`src/rtl/shift_permute_engine.sv`:
```
// Byte-lane permutation engine: a key reduced mod NUM_BYTES picks the start lane,
// then lanes are gathered (encode) or scattered (decode) with a fixed odd stride.
// Optional PERM_CHECKSUM_EN adds an XOR-of-lanes csum output and its checker.

module shift_permute_engine #(
   parameter int NUM_BYTES = 8,
   parameter int BYTE_W    = 8,
   parameter int STRIDE    = 7
) (
   input  logic                        clk,
   input  logic                        rst,
   input  logic                        key_load,
   input  logic [NUM_BYTES*BYTE_W-1:0] key,
   output logic                        key_valid,
   input  logic                        in_valid,
   output logic                        in_ready,
   input  logic [NUM_BYTES*BYTE_W-1:0] data_in,
   input  logic                        mode,
   output logic                        out_valid,
   input  logic                        out_ready,
   output logic [NUM_BYTES*BYTE_W-1:0] data_out,
   output logic                        busy
`ifdef PERM_CHECKSUM_EN
   ,
   output logic [BYTE_W-1:0]           csum
`endif
);

   localparam int IW = (NUM_BYTES > 1) ? $clog2(NUM_BYTES) : 1;
   localparam logic [IW-1:0] STRIDE_STEP = IW'(STRIDE % NUM_BYTES);
   localparam logic [IW-1:0] LAST_LANE   = IW'(NUM_BYTES - 1);

   generate
      if ((STRIDE % 2) == 0) begin : g_bad_stride
         $fatal(1, "shift_permute_engine: STRIDE must be odd");
      end
      if ((NUM_BYTES < 2) || (NUM_BYTES > 64) || ((NUM_BYTES & (NUM_BYTES - 1)) != 0)) begin : g_bad_lanes
         $fatal(1, "shift_permute_engine: NUM_BYTES must be a power of 2 in 2..64");
      end
   endgenerate

   typedef enum logic [2:0] {
      S_IDLE  = 3'd0,
      S_KEY   = 3'd1,
      S_READY = 3'd2,
      S_PERM  = 3'd3,
      S_OUT   = 3'd4
   } state_t;

   state_t                      r_state;
   state_t                      w_state_next;
   logic [NUM_BYTES*BYTE_W-1:0] r_key;
   logic [NUM_BYTES*BYTE_W-1:0] r_data;
   logic [NUM_BYTES*BYTE_W-1:0] r_data_out;
   logic [IW-1:0]               r_acc;
   logic [IW-1:0]               r_start;
   logic [IW-1:0]               r_cnt;
   logic [IW-1:0]               r_idx;
   logic                        r_mode;
   logic                        r_key_valid;
   logic                        r_in_ready;
   logic                        r_out_valid;
   logic                        r_busy;
   logic                        w_cnt_last;
   logic                        w_out_valid_next;
   logic [IW-1:0]               w_acc_sum;
   int                          w_cnt_lsb;
   int                          w_idx_lsb;

   assign w_cnt_lsb  = int'(r_cnt) * BYTE_W;
   assign w_idx_lsb  = int'(r_idx) * BYTE_W;
   assign w_cnt_last = (r_cnt == LAST_LANE);
   // Only the low IW bits of each key lane matter: the sum is taken mod NUM_BYTES.
   assign w_acc_sum  = r_acc + IW'(r_key[w_cnt_lsb +: BYTE_W]);

   // Next-state logic; key_load wins over in_valid in READY.
   always_comb begin
      w_state_next = r_state;
      case (r_state)
         S_IDLE: begin
            if (key_load) w_state_next = S_KEY;
            else          w_state_next = S_IDLE;
         end
         S_KEY: begin
            if (w_cnt_last) w_state_next = S_READY;
            else            w_state_next = S_KEY;
         end
         S_READY: begin
            if (key_load)      w_state_next = S_KEY;
            else if (in_valid) w_state_next = S_PERM;
            else               w_state_next = S_READY;
         end
         S_PERM: begin
            if (w_cnt_last) w_state_next = S_OUT;
            else            w_state_next = S_PERM;
         end
         S_OUT: begin
            if (r_out_valid && out_ready) w_state_next = S_READY;
            else                          w_state_next = S_OUT;
         end
         default: w_state_next = S_IDLE;
      endcase
   end

   // out_valid trails entry into OUT by one cycle and drops with the handshake.
   assign w_out_valid_next = (r_state == S_OUT) && (w_state_next == S_OUT);

   // State register and registered handshake/status outputs.
   always_ff @(posedge clk) begin
      if (rst) begin
         r_state     <= S_IDLE;
         r_key_valid <= 1'b0;
         r_in_ready  <= 1'b0;
         r_out_valid <= 1'b0;
         r_busy      <= 1'b0;
      end else begin
         r_state     <= w_state_next;
         r_key_valid <= (w_state_next == S_READY);
         r_in_ready  <= (w_state_next == S_READY);
         r_out_valid <= w_out_valid_next;
         r_busy      <= (w_state_next == S_KEY) || (w_state_next == S_PERM) ||
                        (w_state_next == S_OUT);
      end
   end

   // Key reduction, word capture and one-lane-per-cycle permutation datapath.
   always_ff @(posedge clk) begin
      if (rst) begin
         r_key      <= '0;
         r_data     <= '0;
         r_data_out <= '0;
         r_acc      <= '0;
         r_start    <= '0;
         r_cnt      <= '0;
         r_idx      <= '0;
         r_mode     <= 1'b0;
      end else begin
         case (r_state)
            S_IDLE, S_READY: begin
               if (key_load) begin
                  r_key <= key;
                  r_acc <= '0;
                  r_cnt <= '0;
               end else if ((r_state == S_READY) && in_valid) begin
                  r_data <= data_in;
                  r_mode <= mode;
                  r_cnt  <= '0;
                  r_idx  <= r_start;
               end
            end
            S_KEY: begin
               r_acc <= w_acc_sum;
               r_cnt <= r_cnt + {{(IW-1){1'b0}}, 1'b1};
               if (w_cnt_last) r_start <= w_acc_sum;
            end
            S_PERM: begin
               r_cnt <= r_cnt + {{(IW-1){1'b0}}, 1'b1};
               r_idx <= r_idx + STRIDE_STEP;
               if (r_mode) r_data_out[w_idx_lsb +: BYTE_W] <= r_data[w_cnt_lsb +: BYTE_W];
               else        r_data_out[w_cnt_lsb +: BYTE_W] <= r_data[w_idx_lsb +: BYTE_W];
            end
            default: ;
         endcase
      end
   end

   assign key_valid = r_key_valid;
   assign in_ready  = r_in_ready;
   assign out_valid = r_out_valid;
   assign busy      = r_busy;
   assign data_out  = r_data_out;

`ifdef PERM_CHECKSUM_EN
   logic [BYTE_W-1:0] r_csum;

   // XOR of input lanes, folded in one lane per PERM cycle.
   always_ff @(posedge clk) begin
      if (rst) begin
         r_csum <= '0;
      end else if ((r_state == S_READY) && !key_load && in_valid) begin
         r_csum <= '0;
      end else if (r_state == S_PERM) begin
         r_csum <= r_csum ^ r_data[w_cnt_lsb +: BYTE_W];
      end
   end

   assign csum = r_csum;

   shift_permute_engine_csum_chk #(
      .NUM_BYTES (NUM_BYTES),
      .BYTE_W    (BYTE_W)
   ) u_csum_chk (
      .clk       (clk),
      .rst       (rst),
      .out_valid (r_out_valid),
      .data_out  (r_data_out),
      .csum      (r_csum)
   );
`endif

endmodule

`ifdef PERM_CHECKSUM_EN
// Checker: a permutation preserves the XOR of all lanes.
module shift_permute_engine_csum_chk #(
   parameter int NUM_BYTES = 8,
   parameter int BYTE_W    = 8
) (
   input logic                        clk,
   input logic                        rst,
   input logic                        out_valid,
   input logic [NUM_BYTES*BYTE_W-1:0] data_out,
   input logic [BYTE_W-1:0]           csum
);

   function automatic logic [BYTE_W-1:0] lane_xor(input logic [NUM_BYTES*BYTE_W-1:0] w);
      logic [BYTE_W-1:0] acc;
      acc = '0;
      for (int i = 0; i < NUM_BYTES; i++) acc = acc ^ w[i*BYTE_W +: BYTE_W];
      return acc;
   endfunction

   // Compare the lane XOR of the held output word against csum.
   always_ff @(posedge clk) begin
      if (!rst && out_valid) begin
         assert (lane_xor(data_out) == csum)
            else $error("csum check: data_out lane xor %h vs csum %h", lane_xor(data_out), csum);
      end
   end

endmodule
`endif

```
`config.mk`:
```
export PLATFORM = sky130hd
export DESIGN_NAME = shift_permute_engine
export DESIGN_NICKNAME = d
export VERILOG_FILES = /design/src/rtl/shift_permute_engine.sv
export SDC_FILE = /design/constraint.sdc
export NUM_CORES = 1
export LEC_CHECK = 0
export BUFFER_PORTS_ARGS = -buffer_cell sky130_fd_sc_hd__buf_2
export CORE_MARGIN = 2
export CORE_UTILIZATION = 54
export CTS_CLUSTER_DIAMETER = 200
export DETAILED_ROUTE_END_ITERATION = 10
export PLACE_DENSITY = 0.8
export SLEW_MARGIN = 5
export SYNTH_ARGS = -nofsm -noshare
export SYNTH_HDL_FRONTEND = slang
export SYNTH_HIERARCHICAL = 1
export SYNTH_SLANG_ARGS = --single-unit
```
`constraint.sdc`:
```
create_clock -name clk -period 3.2 [get_ports clk]
set_clock_uncertainty 0.1 [all_clocks]
set_input_delay 0.96 -clock clk [delete_from_list [all_inputs] [get_ports clk]]
set_output_delay 0.96 -clock clk [all_outputs]
set_load 0.01 [all_outputs]
```
==> impl_metrics.yaml <==
min_path:
  min_to: "r_key[25]"
  min_delay_path_depth: 2
  hp-start: "r_key[25]"
  hold_path_class: "register to register"
final_layout:
  antenna_cells: 0
  finish.utilization_pct: 64.4
  final_area_um2: 10200
  layout_commonest_cell: "nand2_1"
  final_cell_mix: "nand2_1 (298), dfxtp_1 (169), buf_2 (160)"
  syn2layout_area_growth_pct: 17.2
  drive_gt1_share_pct: 25.8
  nNetsFinal: 1316
timing:
  rsz0062_at_grt: "no"
  slew_headroom_pct: 34.9
  setup_violations: 0
  timing.hold.ws_ns: 0.353
  hold_viol: 0
  post-route-min-period_ns: 2.83
  setup_tns_ns: 0
  fin_ws_ns: 0.368
  drv_slew: 0
  worst_slew_pin_slew_ns: 0.976
  period_share_pct: 88.5
  clock.fmax_ghz: 0.353
place:
  portBuffers: 161
  post_dp_cell_area_um2: 9590
  hpwl_um: 15800
  pre_cts_ws_ns: 0.435
  gp_congestion: 0.924
global_routing:
  grt_overflow: 0
  use_met3_pct: 5.74
  grt_pass1_vias: 6981
  top_usage_layer: "met2"
  grt_max_degree: 69
  antenna_found_initial: 0
  grt_util_met2_pct: 39.1
  grt_use_met1_pct: 37.2
  grt_pass1_wl_um: 35100
  grt_util_all_layers_pct: 26.4
power_and_ir_drop:
  p_clk_share_pct: 46.5
  pwr-share-comb_pct: 5.8
  pwr-share-seq_pct: 47.7
  swShare_pct: 22.4
  p_int_uw: 3530
  p_sw_uw: 1020
  ir_worst_vdd_uv: 370
  powerDensity_nw_per_um2: 446
  p_leak_uw: 0.00366
floorplanning:
  start_util_pct: 55.0
  coreArea_um2: 15800
  dieHeight_um: 131
  fp-row-count: 46
  die_x_um: 131
  ios: 202
  dieArea_um2: 17100
cts:
  cts_setup_buffers: 0
  cts_resized: 0
  clock-sinks: 171
  clkLatencyLatePin_ns: 0.43
  cts_hold_buf: 0
  cts_tree: "built"
  clock_path_buffers: 2
  cts_buffers: 17
  cts_root_buf: "clkbuf_16"
  clkTransAtPathRegs_ns: 0.06
  h-tree-depth: 4
setup_path:
  cp-start-kind: "register"
  crit_fanout: 9
  critical_path.slowest_cell: "nor2_1"
  crit_path_cell_trace: "inv_4 -> ha_1 -> ha_1 -> nor2_1 -> nand2_1 -> nor2_1 -> nand2_1 -> a311oi_1"
  cp.required_ns: 3.44
  reg2reg_to: "data_out[47]"
  worstPathArrival_ns: 3.07
  reg2regPathDepth: 8
  r2r_slack_ns: 0.37
  timing.rr.start: "r_cnt[0]"
  critPathMaxStageDelay_ns: 0.56
  crit_type: "register to register"
  cp-end-kind: "register"
status:
  status: "complete, no violations"
synthesis:
  netlist_instances: 1032
  yosys-top-cells-area: "dfxtp_1 (39%), nand2_1 (13%), a21oi_1 (5.8%)"
  syn_nets: 1181
  synth_top_area_share_pct: 39.3
  ys_seq_elements: 171
  yosysWarnings: 6
  netlist-cell-type-count: 66
  yosys.area.top_type: "dfxtp_1"
  synth_async_sr_flop_share_pct: 0
  synth_flop_cell: "dfxtp_1"
  syn_area_per_cell_um2: 8.43
  syn-cell-area_um2: 8700
  seq_area_frac_synth_pct: 39.3
  synth_edf_count: 0
detailed_routing:
  ant_nets: 0
  drc: 0
  drt-total-wl_um: 22500
  wl_per_cell_um: 16.1
  via_per_inst: 5.69
  num_vias: 7931
  firstDrtPassIters: 5
  drt_iter0_markers: 696
job:
  maxCapViolations: 0
-- cells in the mapped netlist (all sizes together) (3+ instances only) --
cell / instances
nand2: 298
dfxtp: 171
a21oi: 105
nor2: 99
a311oi: 49
clkbuf: 37
mux2i: 34
buf: 33
mux2: 29
nor3: 29
a221oi: 15
ha: 14
a211oi: 13
nand3: 13
o22ai: 11
mux4: 8
inv: 7
a22o: 6
nor2b: 6
a22oi: 5
nand2b: 5
and3: 4
a21o: 3
a32oi: 3
nand3b: 3
nand4: 3
o21ai: 3
o2bb2ai: 3
-- power by group through the flow --
stage	clock network, µW	registers (µW)	logic (µW)
2_1_floorplan	0	2210	185
3_3_place_gp	0	2220	256
3_5_place_dp	0	2220	262
4_1_cts	2130	2170	262
5_1_grt	2230	2170	291
6_report	2110	2170	264
-- flip-flops by register name, indices dropped and copies added (netlist names) --
name / flops
busy: 1
data_out: 64
in_ready: 1
out_valid: 1
r_acc: 3
r_cnt: 3
r_data: 64
r_idx: 3
r_key: 24
r_mode: 1
r_start: 3
r_state: 3
-- worst max path at each step --
stage / endpoint / startpoint / slack (ns)
CTS: data_out[53] / r_idx[1] / 0.44
detailed placement: data_out[47] / r_cnt[0] / 0.44
finish: data_out[47] / r_cnt[0] / 0.37
floorplan: data_out[63] / r_idx[0] / 0.52
global route: data_out[53] / r_idx[1] / 0.08
global placement: data_out[53] / r_idx[1] / 0.52
-- final cells by class --
type | instances | area, µm²
multi-input combinational | 784 | 4850
sequential | 171 | 3430
tap | 216 | 270
timing repair buffer | 186 | 1020
fill | 1327 | 5630
clock buffer | 21 | 460
inverter | 7 | 28.8
clock inverter | 10 | 143
-- metrics by stage --
step | total power [µW] | instances
2_1_floorplan | 2390 | 1032
3_3_place_gp | 2470 | 1364
3_5_place_dp | 2480 | 1364
4_1_cts | 4560 | 1395
5_1_grt | 4690 | 1395
6_report | 4550 | 1395
-- kinds of logic after synthesis --
group	count (synthesis)	share of synthesized area (%)
AOI/OAI and AO/OA	224	19.5
xor gates and xnor gates	2	0.288
adders and majority gates	15	2.24
buffers and inverters	77	4.99
DFF	171	39.3
muxes	71	9.73
and+or+nand+nor	472	23.9
-- critical path, delay by kind of cell (launching register included) --
family | cells | cell delay [ns]
flops | 1 | 0.51
fa+ha+maj | 2 | 0.49
simple gates | 4 | 1.25
buf+inv | 1 | 0.08
compound gates | 1 | 0.29
-- metal layers --
layer  share of wire (%)  vias up  routed length (µm)
li1                    -     3900                   -
met1                  45     3643               10200
met2                  44      337                9870
met3                 7.9       51                1780
met4                 2.8        0                 633
met5                   0        -                   0
No activity file was read; power rests on OpenSTA's default activity.
